<file path="src/rtl/uart_pkg.sv">
// Shared UART definitions: receiver FSM states and oversampling constants.
// Kept generic so the transmitter can reuse the same package.
package uart_pkg;

  typedef enum logic [1:0] {
    IDLE,
    START,
    DATA,
    STOP
  } rx_state_e;

  localparam int OVERSAMPLE = 16;
  localparam int MID_SAMPLE = 7;
  localparam int TICK_W     = 5;
  localparam int BIT_W      = 4;

endpackage : uart_pkg

</file>
<file path="src/rtl/sync_2ff.sv">
// Two-flop synchronizer for a single asynchronous input bit.
// RST_VAL selects the level presented while in reset (idle level of the line).
module sync_2ff #(
  parameter logic RST_VAL = 1'b1
) (
  input  logic clk_i,
  input  logic rst_ni,
  input  logic d_i,
  output logic q_o
);

  logic meta_q;
  logic sync_q;

  // NOTE: sequential state always uses non-blocking assignments so every flop
  // samples the pre-edge value of its neighbours.
  always_ff @(posedge clk_i or negedge rst_ni) begin
    if (!rst_ni) begin
      meta_q <= RST_VAL;
      sync_q <= RST_VAL;
    end else begin
      meta_q <= d_i;
      sync_q <= meta_q;
    end
  end

  assign q_o = sync_q;

endmodule : sync_2ff

</file>
<file path="src/rtl/uart_rx.sv">
// UART receive engine with 16x oversampling: validates the start bit at its
// midpoint, samples data bits LSB first and reports framing errors.
module uart_rx
  import uart_pkg::*;
#(
  parameter int DBIT    = 8,
  parameter int SB_TICK = 16
) (
  input  logic            clk_i,
  input  logic            rst_ni,
  input  logic            rx_i,
  input  logic            tick_i,
  output logic [DBIT-1:0] dout_o,
  output logic            rx_done_o,
  output logic            frame_err_o,
  output logic            busy_o
);

  localparam logic [TICK_W-1:0] MID_TICK  = TICK_W'(MID_SAMPLE);
  localparam logic [TICK_W-1:0] LAST_TICK = TICK_W'(OVERSAMPLE - 1);
  localparam logic [TICK_W-1:0] STOP_LAST = TICK_W'(SB_TICK - 1);
  localparam logic [BIT_W-1:0]  LAST_BIT  = BIT_W'(DBIT - 1);

  logic rx_s;

  sync_2ff #(
    .RST_VAL (1'b1)
  ) u_rx_sync (
    .clk_i  (clk_i),
    .rst_ni (rst_ni),
    .d_i    (rx_i),
    .q_o    (rx_s)
  );

  rx_state_e         state_q, state_d;
  logic [TICK_W-1:0] tick_cnt_q, tick_cnt_d;
  logic [BIT_W-1:0]  bit_cnt_q, bit_cnt_d;
  logic [DBIT-1:0]   shift_q, shift_d;
  logic [DBIT-1:0]   dout_q, dout_d;
  logic              done_q, done_d;
  logic              ferr_q, ferr_d;
  logic              busy_q, busy_d;
  // Cleared by a framing error so a held-low line (break) cannot re-arm
  // START until the line has been seen high again.
  logic              armed_q, armed_d;

  // NOTE: every combinational output gets a default first, so no path through
  // the case statement can leave a signal unassigned and infer a latch.
  always_comb begin
    state_d    = state_q;
    tick_cnt_d = tick_cnt_q;
    bit_cnt_d  = bit_cnt_q;
    shift_d    = shift_q;
    dout_d     = dout_q;
    done_d     = 1'b0;
    ferr_d     = ferr_q;
    armed_d    = armed_q;

    unique case (state_q)
      IDLE: begin
        // A tick coinciding with the low-detect is deliberately not counted.
        if (rx_s) begin
          armed_d = 1'b1;
        end else if (armed_q) begin
          state_d    = START;
          tick_cnt_d = '0;
        end
      end

      START: begin
        if (tick_i) begin
          if (tick_cnt_q == MID_TICK) begin
            if (!rx_s) begin
              state_d    = DATA;
              tick_cnt_d = '0;
              bit_cnt_d  = '0;
            end else begin
              state_d = IDLE;
            end
          end else begin
            tick_cnt_d = tick_cnt_q + 1'b1;
          end
        end
      end

      DATA: begin
        if (tick_i) begin
          if (tick_cnt_q == LAST_TICK) begin
            tick_cnt_d = '0;
            shift_d    = {rx_s, shift_q[DBIT-1:1]};
            bit_cnt_d  = bit_cnt_q + 1'b1;
            if (bit_cnt_q == LAST_BIT) begin
              state_d = STOP;
            end
          end else begin
            tick_cnt_d = tick_cnt_q + 1'b1;
          end
        end
      end

      STOP: begin
        if (tick_i) begin
          if (tick_cnt_q == STOP_LAST) begin
            state_d = IDLE;
            done_d  = 1'b1;
            dout_d  = shift_q;
            ferr_d  = ~rx_s;
            armed_d = rx_s;
          end else begin
            tick_cnt_d = tick_cnt_q + 1'b1;
          end
        end
      end

      default: state_d = IDLE;
    endcase

    busy_d = (state_d != IDLE);
  end

  always_ff @(posedge clk_i or negedge rst_ni) begin
    if (!rst_ni) begin
      state_q    <= IDLE;
      tick_cnt_q <= '0;
      bit_cnt_q  <= '0;
      shift_q    <= '0;
      dout_q     <= '0;
      done_q     <= 1'b0;
      ferr_q     <= 1'b0;
      busy_q     <= 1'b0;
      armed_q    <= 1'b1;
    end else begin
      state_q    <= state_d;
      tick_cnt_q <= tick_cnt_d;
      bit_cnt_q  <= bit_cnt_d;
      shift_q    <= shift_d;
      dout_q     <= dout_d;
      done_q     <= done_d;
      ferr_q     <= ferr_d;
      busy_q     <= busy_d;
      armed_q    <= armed_d;
    end
  end

  assign dout_o      = dout_q;
  assign rx_done_o   = done_q;
  assign frame_err_o = ferr_q;
  assign busy_o      = busy_q;

endmodule : uart_rx
</file>
<file path="config.mk">
export PLATFORM = sky130hd
export DESIGN_NAME = uart_rx
export DESIGN_NICKNAME = d
export VERILOG_FILES = /design/src/rtl/uart_pkg.sv /design/src/rtl/sync_2ff.sv /design/src/rtl/uart_rx.sv
export SDC_FILE = /design/constraint.sdc
export NUM_CORES = 1
export LEC_CHECK = 0
export ABC_CLOCK_PERIOD_IN_PS = 3000
export CORE_UTILIZATION = 50
export CTS_BUF_LIST = sky130_fd_sc_hd__clkbuf_16
export CTS_CLUSTER_DIAMETER = 40
export DETAILED_ROUTE_END_ITERATION = 16
export PLACE_DENSITY = 0.82
export SKIP_CTS_REPAIR_TIMING = 1
export SYNTH_ARGS = -nofsm -noshare
export SYNTH_HDL_FRONTEND = slang
export SYNTH_HIERARCHICAL = 1
export SYNTH_SLANG_ARGS = --single-unit
</file>
<file path="constraint.sdc">
create_clock -name clk_i -period 3 [get_ports clk_i]
set_input_delay 0.6 -clock clk_i [delete_from_list [all_inputs] [get_ports clk_i]]
set_output_delay 0.6 -clock clk_i [all_outputs]
set_load 0.1 [all_outputs]
</file>
## Word level (Yosys, flattened, before mapping)

Cells that the tools add are included.

- Register bits after elaboration: 33
- Output and inout bits: 11
- Word-level logic and storage cells: 75

- Add/sub/neg operators: 2
- Equality and inequality tests: 18
- Multiplexer cells: 34
- Bitwise operators: 1
- Reductions and logical operators: 9

Operators by type and width:

| operator | number |
|---|---|
| 5-bit two-way mux | 9 |
| 2-bit two-way mux | 10 |
| 4-bit two-way mux | 5 |
| 2-bit != test (second input constant) | 10 |
| 5-bit one-hot mux with 4 select lines | 1 |
| 2-bit one-hot mux with 4 select lines | 1 |
| 4-bit one-hot mux with 2 select lines | 1 |
| 7-bit AND reduction | 1 |
| 1-bit two-way mux | 6 |
| 3-bit AND reduction | 2 |
| 6-bit AND reduction | 1 |
| 2-bit nonzero test | 3 |
| 5-bit by 1-bit adder with 5-bit output (second input constant) | 1 |
| 5-bit by 3-bit equality test with 1-bit output (second input constant) | 1 |
| 5-bit by 4-bit equality test with 1-bit output (second input constant) | 1 |
| 4-bit by 1-bit adder with 4-bit output (second input constant) | 1 |
| 2-bit equality test (second input constant) | 2 |
| 4-bit by 3-bit equality test with 1-bit output (second input constant) | 1 |
| 4-bit AND reduction | 1 |
| 3-bit != test (second input constant) | 1 |
| 2-bit by 1-bit equality test with 1-bit output (second input constant) | 1 |
| 2-bit zero test | 1 |
| 2-bit by 1-bit != test with 1-bit output (second input constant) | 1 |
| 1-bit one-hot mux with 2 select lines | 1 |
| 1-bit inverter | 1 |

## Longest topological paths before layout

Gate-level depths: netlist (run 1).

- Depth after elaboration: 6
- Depth in mapped cells: 8
- Gate-level depth less buffers: 7

## Cells and area by module

The synthesis (run 1) kept the hierarchy.

By module, submodules not included:

| module | instances | cells an instance | area an instance (um^2) | seq. area each (um^2) |
|---|---|---|---|---|
| uart_rx | 1 | 146 | 1,557.7 | 777.0 |
| sync_2ff | 1 | 2 | 52.6 | 52.6 |

## Worst setup path after synthesis (run 1)

OpenSTA, ideal clock, no wires.

- Kind: register to register
- Start: register tick_cnt_q[0]
- End: register tick_cnt_q[3]
- Setup time: 0.124 ns
- Arrival time: 1.806 ns
- Data required time: 2.876 ns
- Slack: 1.070 ns
- Cell stages (with the launch flop): 8
- Buffers on the path: 0
- Period minus slack after synthesis: 1.930 ns
- Path through: dfrtp_1 ha_1 and3_2 ha_1 a21boi_2 nand2b_1 o211ai_2 a211o_1

- Longest elaborated chain between the ends: 4
- Elaborated cells on any way between the ends: 13

RTL lines:

| element | RTL line | text |
|---|---|---|
| start: declaration | uart_rx.sv:36 | `logic [TICK_W-1:0] tick_cnt_q, tick_cnt_d;` |
| start signal: assignment | uart_rx.sv:134 | `tick_cnt_q <= tick_cnt_d;` |
| 5-bit by 1-bit adder with 5-bit output (tied with other cells) | uart_rx.sv:81, uart_rx.sv:96, uart_rx.sv:110 |  |
| 5-bit two-way mux, on equally long branches | uart_rx.sv:103, uart_rx.sv:72, uart_rx.sv:88 |  |
| 5-bit two-way mux, on equally long branches | uart_rx.sv:102, uart_rx.sv:71, uart_rx.sv:87 |  |
| 5-bit one-hot mux with 4 select lines | uart_rx.sv:59 | `unique case (state_q)` |

Parallel ways exist; a longest one is shown, timed or not. The select of a mux whose other input is x is not followed.
A chain may end at the register's enable or synchronous reset.

## Worst setup path after layout (run 1)

- Start: input port tick_i
- End: register dout_q[2], in the netlist dout_o[2]

- Longest elaborated chain between the ends: 1

RTL lines:

| element | RTL line | text |
|---|---|---|
| start: declaration | uart_rx.sv:12 | `input logic tick_i,` |
| 3-bit AND reduction (no line) | - |  |
| end signal: assignment | uart_rx.sv:137 | `dout_q <= dout_d;` |
| end: declaration | uart_rx.sv:39 | `logic [DBIT-1:0] dout_q, dout_d;` |

No other way between the ends.

==> results of run 1 <==
[cells in the mapped netlist (2+ instances only)]
cell type   n  share of area, %
dfrtp_1    30                47
nand2_1    30               7.0
inv_1       8               1.9
o21ai_0     8               2.5
mux2_1      7               4.9
ha_1        5               3.9
nor2_1      5               1.2
buf_4       3               1.4
dfstp_2     3               4.9
a21oi_2     2               1.1
a31oi_1     2              0.78
mux2_2      2               1.4
nand3_1     2              0.62
nor3_1      2              0.62
[power by group]
group	switching, mW	leakage [nW]	internal [mW]
Clock	0.173	0.0826	0.385
Combinational	0.194	0.425	0.135
Sequential	0.0795	0.436	0.496
Total	0.447	0.944	1.01
[layout make-up]
cell class	instances	area share, %
Tap cell	44	2.87
Multi-Input combinational cell	100	36.9
Inverter	9	1.76
Timing Repair Buffer	16	6.66
Sequential cell	33	43.3
Clock inverter	3	1.96
Clock buffer	5	6.53
[critical path: cells and delay by family]
kind / cells / cell delay [ns]
buf+inv: 1 / 0.69
simple gates: 2 / 0.64
mux: 1 / 0.46
[routing by layer]
layer	GRT usage [%]	vias to the layer above
li1	-	554
met1	26.7	555
met2	29.9	32
met3	5.27	6
met4	10.2	0
met5	0	-
[path summary, 6_finish.rpt]
kind	from	to	slack [ns]
worst max-delay path	tick_i	dout_o[2]	0.75
worst min-delay path	u_rx_sync/meta_q	u_rx_sync/q_o	0.36
worst max register to register	tick_cnt_q[0]	busy_o	0.78
worst min register to register	u_rx_sync/meta_q	u_rx_sync/q_o	0.36
max in group asynchronous	rst_ni	u_rx_sync/meta_q	1.94
min in group asynchronous	rst_ni	dout_o[4]	0.73
[cells by family (layout without fill, tap and decap cells)]
kind of cell | count (synthesis) | count (layout) | share of synthesized area [%]
AOI/OAI and AO/OA | 32 | 32 | 16.6
and+or+nand+nor | 53 | 53 | 16.6
DFF | 33 | 33 | 51.5
muxes | 9 | 9 | 6.29
buffers and inverters | 15 | 33 | 4.51
xor gates and xnor gates | 1 | 1 | 0.544
adders and majority gates | 5 | 5 | 3.89
[state kept, by name (all words and copies together) (netlist names)]
| name | flops |
|---|---|
| u_rx_sync/meta_q | 1 |
| frame_err_o | 1 |
| u_rx_sync/q_o | 1 |
| dout_o | 8 |
| busy_o | 1 |
| bit_cnt_q | 4 |
| tick_cnt_q | 5 |
| rx_done_o | 1 |
| shift_q | 8 |
| state_q | 2 |
| armed_q | 1 |
==> flow_summary.yaml, run 1 <==
critical_path:
  setup.worst_path.start_class: "input pin"
  setup.worst_path.class: "in2reg"
  max_stage_delay_ns: 0.69
  crit_fanout: 11
  worstSetupEndpointType: "flop"
  ff2ff_path_depth: 8
  cp_cell_sequence: "clkdlybuf4s50_1 -> and2_1 -> nand3_1 -> mux2_1"
  worstPathArrival_ns: 2.40
  cp.required_ns: 3.15
  slowest_stage: "clkdlybuf4s50_1"
yosys:
  yosys_most_used_dff: "dfrtp_1"
  synth_fp_nets: 157
  ys_seq_area_share_pct: 51.5
  yosysWarnings: 6
  syn_avg_cell_area_sq_um: 10.9
  async_flop_share_pct: 100
  synth-edff-count: 0
  synth_cell_types: 53
  synth_seq_cells: 33
  syn_inst: 148
  netlist_area_sq_um: 1610
place:
  dp_hpwl_um: 2010
  io_buffers: 14
  place_inst: 202
  dp_slack_ns: 0.440
  placed_cell_area_sq_um: 1750
  gp_congestion: 0.854
clock_tree:
  clock_path_buffers: 2
  cts_made_buffers: 5
  cts_tree: "built"
  root_buffer: "clkbuf_16"
  clk_latency_ns: 0.27
  clk_pin_slew_ns: 0.05
  cts_max_level: 2
  clock-sinks: 33
layout:
  final_layout_size_suffix_gt1_share_pct: 22.9
  multi_input_area_sq_um: 708
  fillCellCount: 256
  stdcell_count: 210
  fin_util_pct: 62.8
  diodes: 0
  layout_common_cells: "nand2_1 (30), dfrtp_1 (30), buf_4 (13)"
  finalInstanceArea_sq_um: 1920
  finalNetCount: 174
  syn2layout_area_growth_pct: 19.0
  register_area_sq_um: 830
sta:
  final_hold_viol_count: 0
  setup_viol: 0
  slew_viol_final: 0
  whs_ns: 0.357
  slew_headroom_pct: 67.0
  rsz0062_at_grt: "false"
  worst_pin_slew_ns: 0.495
  min_period_over_period_pct: 74.9
  clock.fmax_mhz: 445
  fin_ws_ns: 0.752
  min_period_ns: 2.25
  setup_tns_ns: 0
  fin_skew_ns: 0.00535
power_and_ir_drop:
  power_mw: 1.46
  p_per_area_nw_per_um2: 763
  leakagePower_nw: 0.944
  max-vdd-ir-drop_mv: 0.496
route:
  ant_nets: 0
  viasPerCell: 5.46
  top_layer_used: "met4"
  drcViolationCount: 0
  first_pass_iters: 4
  routedLengthMet1_um: 1220
  vias: 1147
  wire_per_inst_um: 13.6
  wl_met3_um: 150
  drt_iter0_drc: 56
  drt-total-wl_um: 2850
  met2WireLength_um: 1400
grt:
  grt_pass1_vias: 1055
  overflow: 0
  grt_max_degree: 34
  grt_pass1_wl_um: 5000
  antenna_found_initial: 0
  grt_util_all_layers_pct: 19.9
floorplanning:
  start_util_pct: 52.7
  die_x_um: 58.8
  row_count: 20
  core_area_sq_um: 3050
  ios: 15
  die_h_um: 58.8
  die-area_sq_um: 3450
flow_run:
  cap_violations: 0
min_path:
  hold_class: "reg2reg"
  hold_path_depth: 0
run_status:
  outcome: "finished, final reports clean"
No activity file was read; power rests on OpenSTA's default activity.
==> run 2: changes to the inputs <==
--- a/config.mk
+++ b/config.mk
@@ -5,7 +5,7 @@
 export SDC_FILE = /design/constraint.sdc
 export NUM_CORES = 1
 export LEC_CHECK = 0
-export ABC_CLOCK_PERIOD_IN_PS = 3000
+export ABC_CLOCK_PERIOD_IN_PS = 2100
 export CORE_UTILIZATION = 50
 export CTS_BUF_LIST = sky130_fd_sc_hd__clkbuf_16
 export CTS_CLUSTER_DIAMETER = 40
==> constraint.sdc (replaced) <==
create_clock -name clk_i -period 2.1 [get_ports clk_i]
set_input_delay 0.42 -clock clk_i [delete_from_list [all_inputs] [get_ports clk_i]]
set_output_delay 0.42 -clock clk_i [all_outputs]
set_load 0.1 [all_outputs]
==> run 2 against run 1 <==
  * Sequential share of layout area fell by 0.47 points
  * Total power rose by 36%
  * Setup slack got worse by 0.66 ns
  * Worst hold slack improved by 0.0049 ns
  * Non-clock buffer count rose by 3
  * Flip-flop and latch count did not move
  * Via count rose by 2.2%
  * Utilization rose by 0.70 points
  * Final area rose by 1.1%
  * Combinational power rose by 48%
  * Clock power rose by 20%
  * Clock-buffer cell count did not move
==> flow_summary.yaml, run 2 (synthesis results as in run 1) <==
min_path:
  hold_class: "reg2reg"
place:
  dp_hpwl_um: 2100
  io_buffers: 14
  gp_congestion: 0.916
sta:
  clock.fmax_mhz: 497
  min_period_over_period_pct: 95.8
  min_period_ns: 2.01
  setup_tns_ns: 0
  slew_headroom_pct: 64.4
  slew_viol_final: 0
  fin_skew_ns: 0.00512
  rsz0062_at_grt: "false"
  final_hold_viol_count: 0
  worst_pin_slew_ns: 0.534
  whs_ns: 0.362
  setup_viol: 0
clock_tree:
  clk_latency_ns: 0.27
  cts_tree: "built"
  clock-sinks: 33
  clock_path_buffers: 2
  clk_pin_slew_ns: 0.05
  root_buffer: "clkbuf_16"
  cts_made_buffers: 5
  cts_max_level: 2
route:
  drt_iter0_drc: 57
  drcViolationCount: 0
  drt-total-wl_um: 2930
  first_pass_iters: 4
  wire_per_inst_um: 13.7
  viasPerCell: 5.50
  vias: 1172
  ant_nets: 0
layout:
  layout_common_cells: "nand2_1 (30), dfrtp_1 (30), buf_4 (16)"
  final_layout_size_suffix_gt1_share_pct: 27.2
  syn2layout_area_growth_pct: 20.4
  finalNetCount: 177
  fin_util_pct: 63.5
  diodes: 0
critical_path:
  cp_cell_sequence: "ha_2 -> and3_2 -> ha_2 -> a21boi_4 -> nand2b_4 -> o211ai_2 -> a211o_1"
  cp.required_ns: 2.26
  slowest_stage: "dfrtp_1"
  worstSetupEndpointType: "flop"
  setup.worst_path.start_class: "flop"
  crit_fanout: 6
  cp_common_cell: "ha_2"
  worstPathArrival_ns: 2.17
  crit_family: "compound AO/OA/AOI/OAI gates"
  max_stage_delay_ns: 0.40
  critPathBufInv: 0
  setup.worst_path.class: "reg2reg"
grt:
  grt_max_degree: 34
  grt_pass1_vias: 1205
  antenna_found_initial: 0
  grt_util_all_layers_pct: 19.3
  grt_pass1_wl_um: 4980
  overflow: 0
power_and_ir_drop:
  power_mw: 1.99
  leakagePower_nw: 0.958
  max-vdd-ir-drop_mv: 0.700
  p_per_area_nw_per_um2: 1030
floorplanning:
  start_util_pct: 52.7
  die-area_sq_um: 3450
  ios: 15
  die_h_um: 58.8
  die_x_um: 58.8
  row_count: 20
  core_area_sq_um: 3050
flow_run:
  cap_violations: 0
run_status:
  outcome: "finished, final reports clean"
run 2: changes by cell type in the layout (fill, tap and decap cells not counted), sizes merged:
cell / before / now
bufinv: 1 / 0
buf: 13 / 16
clkinv: 1 / 2
run 2: cell type report:
type	instances	area, sq um
Timing Repair Buffer	19	150
Inverter	9	33.8
Multi-Input combinational cell	100	731
Tap cell	44	55.1
Sequential cell	33	830
Clock buffer	5	125
Fill cell	256	1110
Clock inverter	3	13.8
run 2: where the power goes:
group | total (mW) | switching, mW | internal, mW
Combinational | 0.484 | 0.281 | 0.202
Clock | 0.669 | 0.240 | 0.429
Sequential | 0.834 | 0.126 | 0.708
run 2: per-layer routing:
layer | vias to the layer above | part of all wire [%] | track usage [%]
met3 | 4 | 3.7 | 5.49
met1 | 576 | 43 | 21.5
met4 | 0 | 0.96 | 8.50
met5 | - | 0 | 0
met2 | 32 | 52 | 34.1
li1 | 560 | - | -
run 2: stage by stage:
stage | instances | setup WS, ns | instance area, sq um
2_1_floorplan | 148 | 0.170 | 1610
3_3_place_gp | 205 | 0.0815 | 1780
3_5_place_dp | 205 | -0.0342 | 1780
4_1_cts | 213 | -0.0345 | 1920
5_1_grt | 213 | 0.00713 | 1940
6_report | 213 | 0.0891 | 1940
run 2: final timing paths:
path / depth (start not counted) / from / slack, ns / end
setup reg to reg: 7 / tick_cnt_q[0] / 0.09 / tick_cnt_q[3]
hold reg to reg: 0 / u_rx_sync/meta_q / 0.36 / u_rx_sync/q_o
max in group asynchronous: 2 / rst_ni / 1.21 / u_rx_sync/meta_q
hold / removal: 0 / u_rx_sync/meta_q / 0.36 / u_rx_sync/q_o
setup / recovery: 7 / tick_cnt_q[0] / 0.09 / tick_cnt_q[3]
min in group asynchronous: 2 / rst_ni / 0.56 / dout_o[4]
==> variant: new RTL, flow settings as in run 1 <==
Encoding of `rx_state_e`: now one-hot (4 bits for 4 states).
--- a/src/rtl/uart_pkg.sv
+++ b/src/rtl/uart_pkg.sv
@@ -4,7 +4,7 @@
 
-  typedef enum logic [1:0] {
-    IDLE,
-    START,
-    DATA,
-    STOP
+  typedef enum logic [3:0] {
+    IDLE  = 4'b0001,
+    START = 4'b0010,
+    DATA  = 4'b0100,
+    STOP  = 4'b1000
   } rx_state_e;
Check against the original RTL: no difference found for any inputs over 10 cycles, from zero or initial values and one cycle with rst_ni low; not proved beyond that.
==> variant against run 1 <==
- synthesized cell count down 4.7%
- wire length up 6.3%
- sequential cell count up 2
- total power down 14%
- clock power down 13%
- cell area up 1.5%
- worst setup slack worse by 0.12 ns
- sequential power down 4.2%
- area after synthesis up 4.3%
- largest cell class unchanged
==> variant: results <==
{
  "worstRegToRegCells": 5,
  "vias": 1127,
  "cpLargestDelayFamily": "simple AND/OR/NAND/NOR gates",
  "syn_nets": 150,
  "final_layout_size_suffix_gt1_share_pct": 32.9,
  "num-fill-cells": 252,
  "nets": 166,
  "synth_area_leaders": "dfrtp_1, mux2_2, dfstp_2, ha_1, nand2_1",
  "cp_max_fo": 10,
  "skew_ns": 0.00319,
  "p_leak_nw": 0.927,
  "reg2reg_to": "tick_cnt_q[2]",
  "slew_headroom_pct": 41.8,
  "place_congestion": 0.834,
  "grt_max_degree": 36,
  "reg2reg_from": "state_q[0]",
  "drt_iter0_markers": 19,
  "gr-usage-all-layers_pct": 20.3,
  "grt_pass1_wl_um": 5100,
  "ys_top_cells_by_count": "dfrtp_1, mux2_2, nand2_1",
  "wl_um": 3030,
  "timing.hold.ws_ns": 0.359,
  "slowest_delay_ns": 0.61,
  "peakVddDrop_mv": 0.450,
  "synth-seq-area-share_pct": 52.5,
  "yosysUniqueCellTypes": 38,
  "status": "complete, no violations",
  "slowest_stage": "dfstp_2"
}
[variant: kinds of logic after synthesis]
| logic type | after synthesis | share of synthesized area (%) |
|---|---|---|
| mux | 18 | 12.1 |
| xor+xnor | 3 | 1.57 |
| buf+inv | 11 | 4.10 |
| simple gates | 46 | 16.3 |
| flops | 35 | 52.5 |
| compound gates | 23 | 9.76 |
| fa+ha+maj | 5 | 3.73 |
[variant: layout make-up]
class	instances	area share, %
sequential	35	45.3
timing repair buffer	15	6.17
clock inverter	3	0.836
inverter	5	0.965
multi-input combinational	95	37.5
tap	44	2.83
clock buffer	5	6.43
[variant: how the worst max path moves through the flow]
stage                     slack (ns)  depth (start not counted)       start            end
after detailed placement        0.59                          4      tick_i      dout_o[6]
after global placement          0.63                          4      tick_i      dout_o[5]
after floorplan                 0.72                          7  state_q[0]  tick_cnt_q[2]
final                           0.63                          5  state_q[0]  tick_cnt_q[2]
after global routing            0.55                          5  state_q[0]  tick_cnt_q[3]
after CTS                       0.63                          5  state_q[0]  tick_cnt_q[2]
[variant: routing by layer]
layer / track usage, % / part of all wire [%]
met4: 9.30 / 1.9
met2: 32.2 / 49
met3: 6.49 / 4.2
met1: 25.2 / 44
met5: 0 / 0
[variant: per-stage QoR]
| step | area (um^2) | instances | utilization [%] | total power (W) |
|---|---|---|---|---|
| finish | 1950 | 202 | 62.2 | 0.00126 |
| global route | 1950 | 202 | 62.2 | 0.00131 |
| CTS | 1950 | 202 | 62.2 | 0.00127 |
| detailed placement | 1800 | 194 | 57.7 | 0.000779 |
| global placement | 1800 | 194 | 57.7 | 0.000769 |
| floorplan | 1680 | 141 | - | 0.000764 |
[variant: power breakdown]
part | switching, W | internal (W)
clock | 0.000182 | 0.000302
combinational | 0.000135 | 0.0000873
sequential | 0.0000429 | 0.000508
total | 0.000360 | 0.000897
